### src/rtl/hazard_unit_sb.sv
// Hazard unit for the 5-stage MIPS pipeline: forwarding, stall/flush generation,
// a scoreboard for one multi-cycle MUL/DIV unit and a saturating stall counter.
module hazard_unit_sb #(
  parameter int REG_AW  = 5,
  parameter int MUL_LAT = 4,
  parameter int FWD_EN  = 1,
  parameter int CNT_W   = 16
) (
  input  logic              clk,
  input  logic              rst_n,
  input  logic              valid_d,
  input  logic [REG_AW-1:0] rs_d,
  input  logic [REG_AW-1:0] rt_d,
  input  logic              use_rs_d,
  input  logic              use_rt_d,
  input  logic [REG_AW-1:0] wreg_d,
  input  logic              regwrite_d,
  input  logic              branch_d,
  input  logic              mul_start_d,
  input  logic [REG_AW-1:0] rs_e,
  input  logic [REG_AW-1:0] rt_e,
  input  logic [REG_AW-1:0] wreg_e,
  input  logic              regwrite_e,
  input  logic              memtoreg_e,
  input  logic [REG_AW-1:0] wreg_m,
  input  logic              regwrite_m,
  input  logic              memtoreg_m,
  input  logic [REG_AW-1:0] wreg_w,
  input  logic              regwrite_w,
  output logic              stall_f,
  output logic              stall_d,
  output logic              flush_e,
  output logic              fwd_a_d,
  output logic              fwd_b_d,
  output logic [1:0]        fwd_a_e,
  output logic [1:0]        fwd_b_e,
  output logic              mul_busy,
  output logic              mul_done,
  output logic [REG_AW-1:0] mul_wreg,
  output logic [CNT_W-1:0]  stall_cnt
);

  localparam int CW = $clog2(MUL_LAT + 1);
  localparam bit FWD = (FWD_EN != 0);

  typedef logic [REG_AW-1:0] reg_t;

  function automatic logic src_hit(input reg_t x, input reg_t rs, input reg_t rt,
                                   input logic urs, input logic urt);
    return (x != '0) && ((urs && (rs == x)) || (urt && (rt == x)));
  endfunction

  // MEM result has priority over WB result for the EX operand select
  function automatic logic [1:0] ex_sel(input reg_t src, input reg_t wm, input reg_t ww,
                                        input logic rwm, input logic rww);
    logic [1:0] sel;
    sel = 2'b00;
    if (src != '0) begin
      if (rwm && (src == wm))      sel = 2'b10;
      else if (rww && (src == ww)) sel = 2'b01;
    end
    return sel;
  endfunction

  logic [CW-1:0]    cnt_q, cnt_d;
  reg_t             dst_q, dst_d;
  logic [CNT_W-1:0] scnt_q, scnt_d;
  logic             lw_stall, br_stall, mul_stall, raw_stall, stall, issue;

  assign mul_busy  = (cnt_q != '0);
  assign mul_done  = (cnt_q == CW'(1));
  assign mul_wreg  = dst_q;
  assign stall_cnt = scnt_q;

  always_comb begin
    lw_stall  = memtoreg_e && src_hit(wreg_e, rs_d, rt_d, use_rs_d, use_rt_d);
    br_stall  = branch_d &&
                ((regwrite_e && src_hit(wreg_e, rs_d, rt_d, use_rs_d, use_rt_d)) ||
                 (memtoreg_m && src_hit(wreg_m, rs_d, rt_d, use_rs_d, use_rt_d)));
    mul_stall = mul_busy &&
                (src_hit(dst_q, rs_d, rt_d, use_rs_d, use_rt_d) ||
                 (regwrite_d && (wreg_d != '0) && (wreg_d == dst_q)) ||
                 mul_start_d);
    raw_stall = 1'b0;
    if (!FWD) begin
      // WB needs no stall: the register file writes in the first half-cycle
      raw_stall = (regwrite_e && src_hit(wreg_e, rs_d, rt_d, use_rs_d, use_rt_d)) ||
                  (regwrite_m && src_hit(wreg_m, rs_d, rt_d, use_rs_d, use_rt_d));
    end
    stall = rst_n && valid_d && (lw_stall || br_stall || mul_stall || raw_stall);
    issue = mul_start_d && valid_d && !stall;

    fwd_a_e = 2'b00;
    fwd_b_e = 2'b00;
    fwd_a_d = 1'b0;
    fwd_b_d = 1'b0;
    if (FWD && rst_n) begin
      fwd_a_e = ex_sel(rs_e, wreg_m, wreg_w, regwrite_m, regwrite_w);
      fwd_b_e = ex_sel(rt_e, wreg_m, wreg_w, regwrite_m, regwrite_w);
      fwd_a_d = regwrite_m && (rs_d != '0) && (rs_d == wreg_m);
      fwd_b_d = regwrite_m && (rt_d != '0) && (rt_d == wreg_m);
    end
  end

  assign stall_f = stall;
  assign stall_d = stall;
  assign flush_e = stall;

  always_comb begin
    cnt_d  = cnt_q;
    dst_d  = dst_q;
    scnt_d = scnt_q;
    if (issue) begin
      cnt_d = CW'(MUL_LAT);
      dst_d = wreg_d;
    end else if (cnt_q != '0) begin
      cnt_d = cnt_q - CW'(1);
    end
    if (stall && (scnt_q != '1)) scnt_d = scnt_q + CNT_W'(1);
  end

  always_ff @(posedge clk or negedge rst_n) begin
    if (!rst_n) begin
      cnt_q  <= '0;
      dst_q  <= '0;
      scnt_q <= '0;
    end else begin
      cnt_q  <= cnt_d;
      dst_q  <= dst_d;
      scnt_q <= scnt_d;
    end
  end

endmodule

### config.mk
export PLATFORM = sky130hd
export DESIGN_NAME = hazard_unit_sb
export DESIGN_NICKNAME = d
export VERILOG_FILES = /design/src/rtl/hazard_unit_sb.sv
export SDC_FILE = /design/constraint.sdc
export NUM_CORES = 1
export LEC_CHECK = 0
export BUFFER_PORTS_ARGS = -buffer_cell sky130_fd_sc_hd__buf_2
export CORE_UTILIZATION = 48
export DETAILED_ROUTE_END_ITERATION = 12
export GPL_ROUTABILITY_DRIVEN = 1
export GPL_TIMING_DRIVEN = 0
export MAX_ROUTING_LAYER = met4
export PLACE_DENSITY_LB_ADDON = 0.08
export SLEW_MARGIN = 15
export SYNTH_ARGS = -nofsm -noshare
export SYNTH_HDL_FRONTEND = slang
export SYNTH_SLANG_ARGS = --single-unit
### constraint.sdc
create_clock -name clk -period 3.76 [get_ports clk]
set_input_delay 0.376 -clock clk [delete_from_list [all_inputs] [get_ports clk]]
set_output_delay 0.376 -clock clk [all_outputs]
set_load 0.03 [all_outputs]
### After elaboration in Yosys (flattened, before gate mapping)

Cells that the tools add are included.

* shift operators: 0
* reduce and logical (&&, ||, !) cells: 48
* equality and inequality tests: 13
* div/mod/pow operators: 0
* $lt $le $gt $ge: 0
* $add $sub $neg: 2
* multipliers: 0
* mux-type cells: 12
* bitwise gates (word level): 0

Operators by type and width (number)
* 5-bit == test: 11
* 5-bit nonzero test: 8
* 1-bit logical AND: 29
* 16-bit by 1-bit adder with 16-bit output (second input constant): 1
* 16-bit inequality test (second input constant): 1
* 2-bit two-way mux: 6
* 1-bit logical OR: 8
* 3-bit two-way mux: 2
* 1-bit two-way mux: 4
* 3-bit by 1-bit == test with 1-bit output (second input constant): 1
* 3-bit nonzero test: 1
* 3-bit by 1-bit subtractor with 3-bit output (second input constant): 1
* 2-bit nonzero test: 1
* 1-bit zero test: 1

* bits of input ports: 53
* memory bits (writable): 0
* flip-flop bits (word level): 24
* ROM bits: 0
* bits in latches: 0
* memories: 0
* logic and storage cells: 78
* output and inout port bits: 32

### Logic depth before layout (Yosys ltp)

* depth in word-level cells: 13
* depth in mapped cells: 11
* depth with buffers taken out: 8

### Worst setup path before layout

No wires, ideal clock.

* path type: flip-flop to output port
* start: register dst_q[1] (netlist: mul_wreg[1])
* end: output stall_d
* data required time: 3.384 ns
* data arrival time: 2.653 ns
* setup slack: 0.731 ns
* buffers on the path: 2
* cell stages (with the launch flop): 9
* cells stage by stage: dfrtp_1 -> or4_1 -> nor2_2 -> nor3_1 -> o31a_1 -> or4_1 -> buf_2 -> nor2b_1 -> buf_4

* cells in the longest elaborated chain, start to end: 9
* elaborated cells on any way between the ends: 14
* classes of those cells: 3 x eq/ne; 11 x reduce/logical

RTL lines
* start, declared: RTL line 66 `reg_t dst_q, dst_d;`
* start signal, assigned: RTL line 129 `dst_q <= dst_d;`
* 5-bit == test: RTL line 50 `return (x != '0) && ((urs && (rs == x)) || (urt && (rt == x)));`
* 1-bit logical AND: RTL line 50
* 1-bit logical OR: RTL line 50
* 1-bit logical AND: RTL line 50
* 1-bit logical OR *: RTL line 81 `(src_hit(dst_q, rs_d, rt_d, use_rs_d, use_rt_d) ||`
* 1-bit logical OR *: RTL line 82 `(regwrite_d && (wreg_d != '0) && (wreg_d == dst_q)) ||`
* 1-bit logical AND *: RTL line 80 `mul_stall = mul_busy &&`
* 1-bit logical OR *: RTL line 90 `stall = rst_n && valid_d && (lw_stall || br_stall || mul_stall || raw_stall);`
* 1-bit logical AND *: RTL line 90
* end, declared: RTL line 31 `output logic stall_d,`

Mark *: on every way between the ends. The rest lies on a longest branch, timed or not.

### Worst setup path after layout

Ends and elaborated chain as after synthesis.

==> results.ini <==
[outcome]
status=completed

[synth]
synth_adder_area_share_pct=2.48
synth_nets=287
seq_area_frac_synth_pct=29.8
synth_area_sq_mm=0.00202
synth_simple_gate_area_share_pct=26.1
synth_cell_types=34
synth_compound_area_share_pct=4.09
synth_top_family_by_area=XOR/XNOR gates
postSynthCellCount=230
synth.area.mux_share_pct=4.40
synth-seq-cells=24
synth_xor_area_share_pct=29.9
yosysWarnings=0
synth_area_per_cell_sq_um=8.77

[clocking]
ctsHtreeMaxLevel=1
clock_sink_count=24
post_cts_resized=0
cts_buffers=3
cts_tree=built
clk_latency_ps=270
clk_pin_slew_ps=80
cts_buffer_depth=2
cts_root_buf=clkbuf_8
post-cts-setup-buffer-count=0
cts_hold_buf=0

[setup_path]
cp_num_buf_inv=3
cp-end-kind=primary output
r2r_start=mul_wreg[1]
start_kind=flip-flop
cp_num_cells=9
critical_path.top_delay_family=simple AND/OR/NAND/NOR gates
reg2reg_depth=8
regToRegSetupSlack_ps=760
cpMaxStageDelayCell=or4_1
path_max_fanout=8
startpoint=mul_wreg[1]
rr_endpoint=mul_wreg[0]
arrival_ps=2940
crit_chain=or4_1 > nor2_2 > nor3_1 > o31a_1 > or4_1 > buf_2 > nor2b_1 > buf_4 > buf_2
cp_slowest_stage_delay_ps=560
cp.required_ps=3380
cp-endpoint=stall_d
path_class=reg2out

[drt]
drt_wl_total_mm=4.71
drtAntennaViolNets=0
via_count=1917
dr.pass1.iters=4
drc=0
avgViaCountPerCell=5.28
drt_iter0_markers=99
wl_per_cell_um=13.0

[place]
io_buffer_count=79
place.gp.congestion=0.919
dp.final_hpwl_mm=3.77

[final_layout]
nFillCells=359
final_cell_mix=buf_2, xnor2_1, xor2_1, dfrtp_1, nand3_1
nets=371
final_common_cell=buf_2
antenna_cells=0
utilization_pct=62.8
drive_gt1_share_pct=29.1
area_growth_pct=25.4

[grt]
grt.busiest_layer=met2
track_usage_pct=23.6
grt.overflow.total=0
grt_start_max_net_pins=32
met1_usage_pct=30.8
grtUsageMet2_pct=38.5
antenna_found_initial=0
grt_pass1_vias=1735
grt_pass1_wl_mm=7.87
grtUsageMet3_pct=4.28

[run]
drv_cap=0

[power]
ir_drop_v=0.000337
p_per_area_mw_per_mm2=396
leakage_nw=1.14

[timing]
finalSetupTns_ps=0
worst_pin_slew_ps=672
period_share_pct=88.3
drv_slew=0
finalHoldViolations=0
period_minus_slack_ps=3320
setup_viol=0
slew_headroom_pct=55.2
skew_ps=5.02
fmax_ghz=0.301
rsz0062_at_grt=no

[floorplanning]
core.rowCount=23
start_util_pct=50.1
die_h_um=66.8
die_w_um=66.8
dieArea_sq_mm=0.00447
pin_count=85
core_area_sq_mm=0.00403

[hold_path]
hold_path.class=in2async

[metrics by stage]
| stage | total power, mW | instances | hold WS, ps | cell area, sq um | worst slack, ps |
|---|---|---|---|---|---|
| global placement | 0.829 | 359 | 451 | 2480 | 740 |
| CTS | 1.02 | 363 | 169 | 2530 | 420 |
| detailed placement | 0.840 | 359 | 462 | 2480 | 732 |
| floorplan | 0.694 | 230 | 80.4 | 2020 | 731 |
| finish | 1.00 | 363 | 141 | 2530 | 441 |
| global route | 1.09 | 363 | 186 | 2530 | 335 |
[synthesized netlist by cell type]
library cell,instances,area [sq um]
xor2_1,26,228
nand4_1,5,31.3
nor4_1,8,50.1
mux2i_1,1,10.0
buf_1,1,3.75
mux2_2,2,22.5
clkbuf_1,8,30.0
nand3b_1,2,15.0
nand2_1,13,48.8
a21oi_1,5,25.0
nor4b_1,1,8.76
nor2_1,15,56.3
and3_1,7,43.8
inv_1,3,11.3
buf_4,2,15.0
or4_1,6,45.0
o21ai_0,1,5.00
o31a_1,1,8.76
xnor2_1,43,377
mux2_1,5,56.3
nor2b_1,2,12.5
nor2_2,1,6.26
a31oi_4,1,21.3
ha_1,4,50.1
nor3_1,12,60.1
dfrtp_1,24,601
a211oi_1,2,15.0
or2_2,1,6.26
buf_2,1,5.00
nand2b_1,1,6.26
nand3_1,22,110
o211ai_1,1,7.51
nand4b_1,1,8.76
and3b_1,2,17.5
[how the worst min path moves through the flow]
stage,startpoint,endpoint,slack (ps)
floorplan,rst_n,cnt_q[0],80
global placement,rst_n,mul_wreg[0],450
detailed placement,rst_n,mul_wreg[0],460
CTS,rst_n,stall_cnt[6],170
global route,rst_n,mul_wreg[0],190
finish,rst_n,mul_wreg[0],140
[kinds of logic (layout without fill, tap and decap cells)]
kind of cell	Yosys count	count (layout)
AO/OA/AOI/OAI	11	11
XOR/XNOR	69	69
adder cells (fa/ha/maj)	4	4
buffers and inverters	15	98
flip-flops	24	24
multiplexers	8	8
AND/OR/NAND/NOR	99	99
[worst reg2reg max path: stages, from the launching register on]
cell	delay (ps)
dfrtp_1	480
or4_1	570
nor2_2	110
nor3_1	60
o31a_1	260
or4_1	530
buf_2	200
a31oi_4	320
mux2_1	360
[flip-flops by register name, indices dropped and copies added (netlist names)]
register,flops
stall_cnt,16
mul_wreg,5
cnt_q,3
[cell type report]
class / instances / area (sq um) / area share [%]
inverters: 3 / 11.3 / 0.445
flip-flops and latches: 24 / 601 / 23.7
multi-input cells: 191 / 1350 / 53.4
repair buffers: 79 / 395 / 15.6
well taps: 50 / 62.6 / 2.47
clock buffers: 4 / 55.1 / 2.17
plain buffers: 12 / 53.8 / 2.13
[where the power goes]
part	total (mW)	internal [mW]	switching, mW
clock network	0.176	0.0934	0.0824
logic	0.459	0.189	0.271
registers	0.368	0.309	0.0589
[per-layer routing]
metal | vias to the layer above | routed length [um] | part of all wire [%]
li1 | 965 | - | -
met1 | 890 | 2250 | 48
met2 | 58 | 2200 | 47
met3 | 4 | 234 | 5.0
met4 | 0 | 28 | 0.59
met5 | - | 0 | 0
No activity file was read; power rests on OpenSTA's default activity.
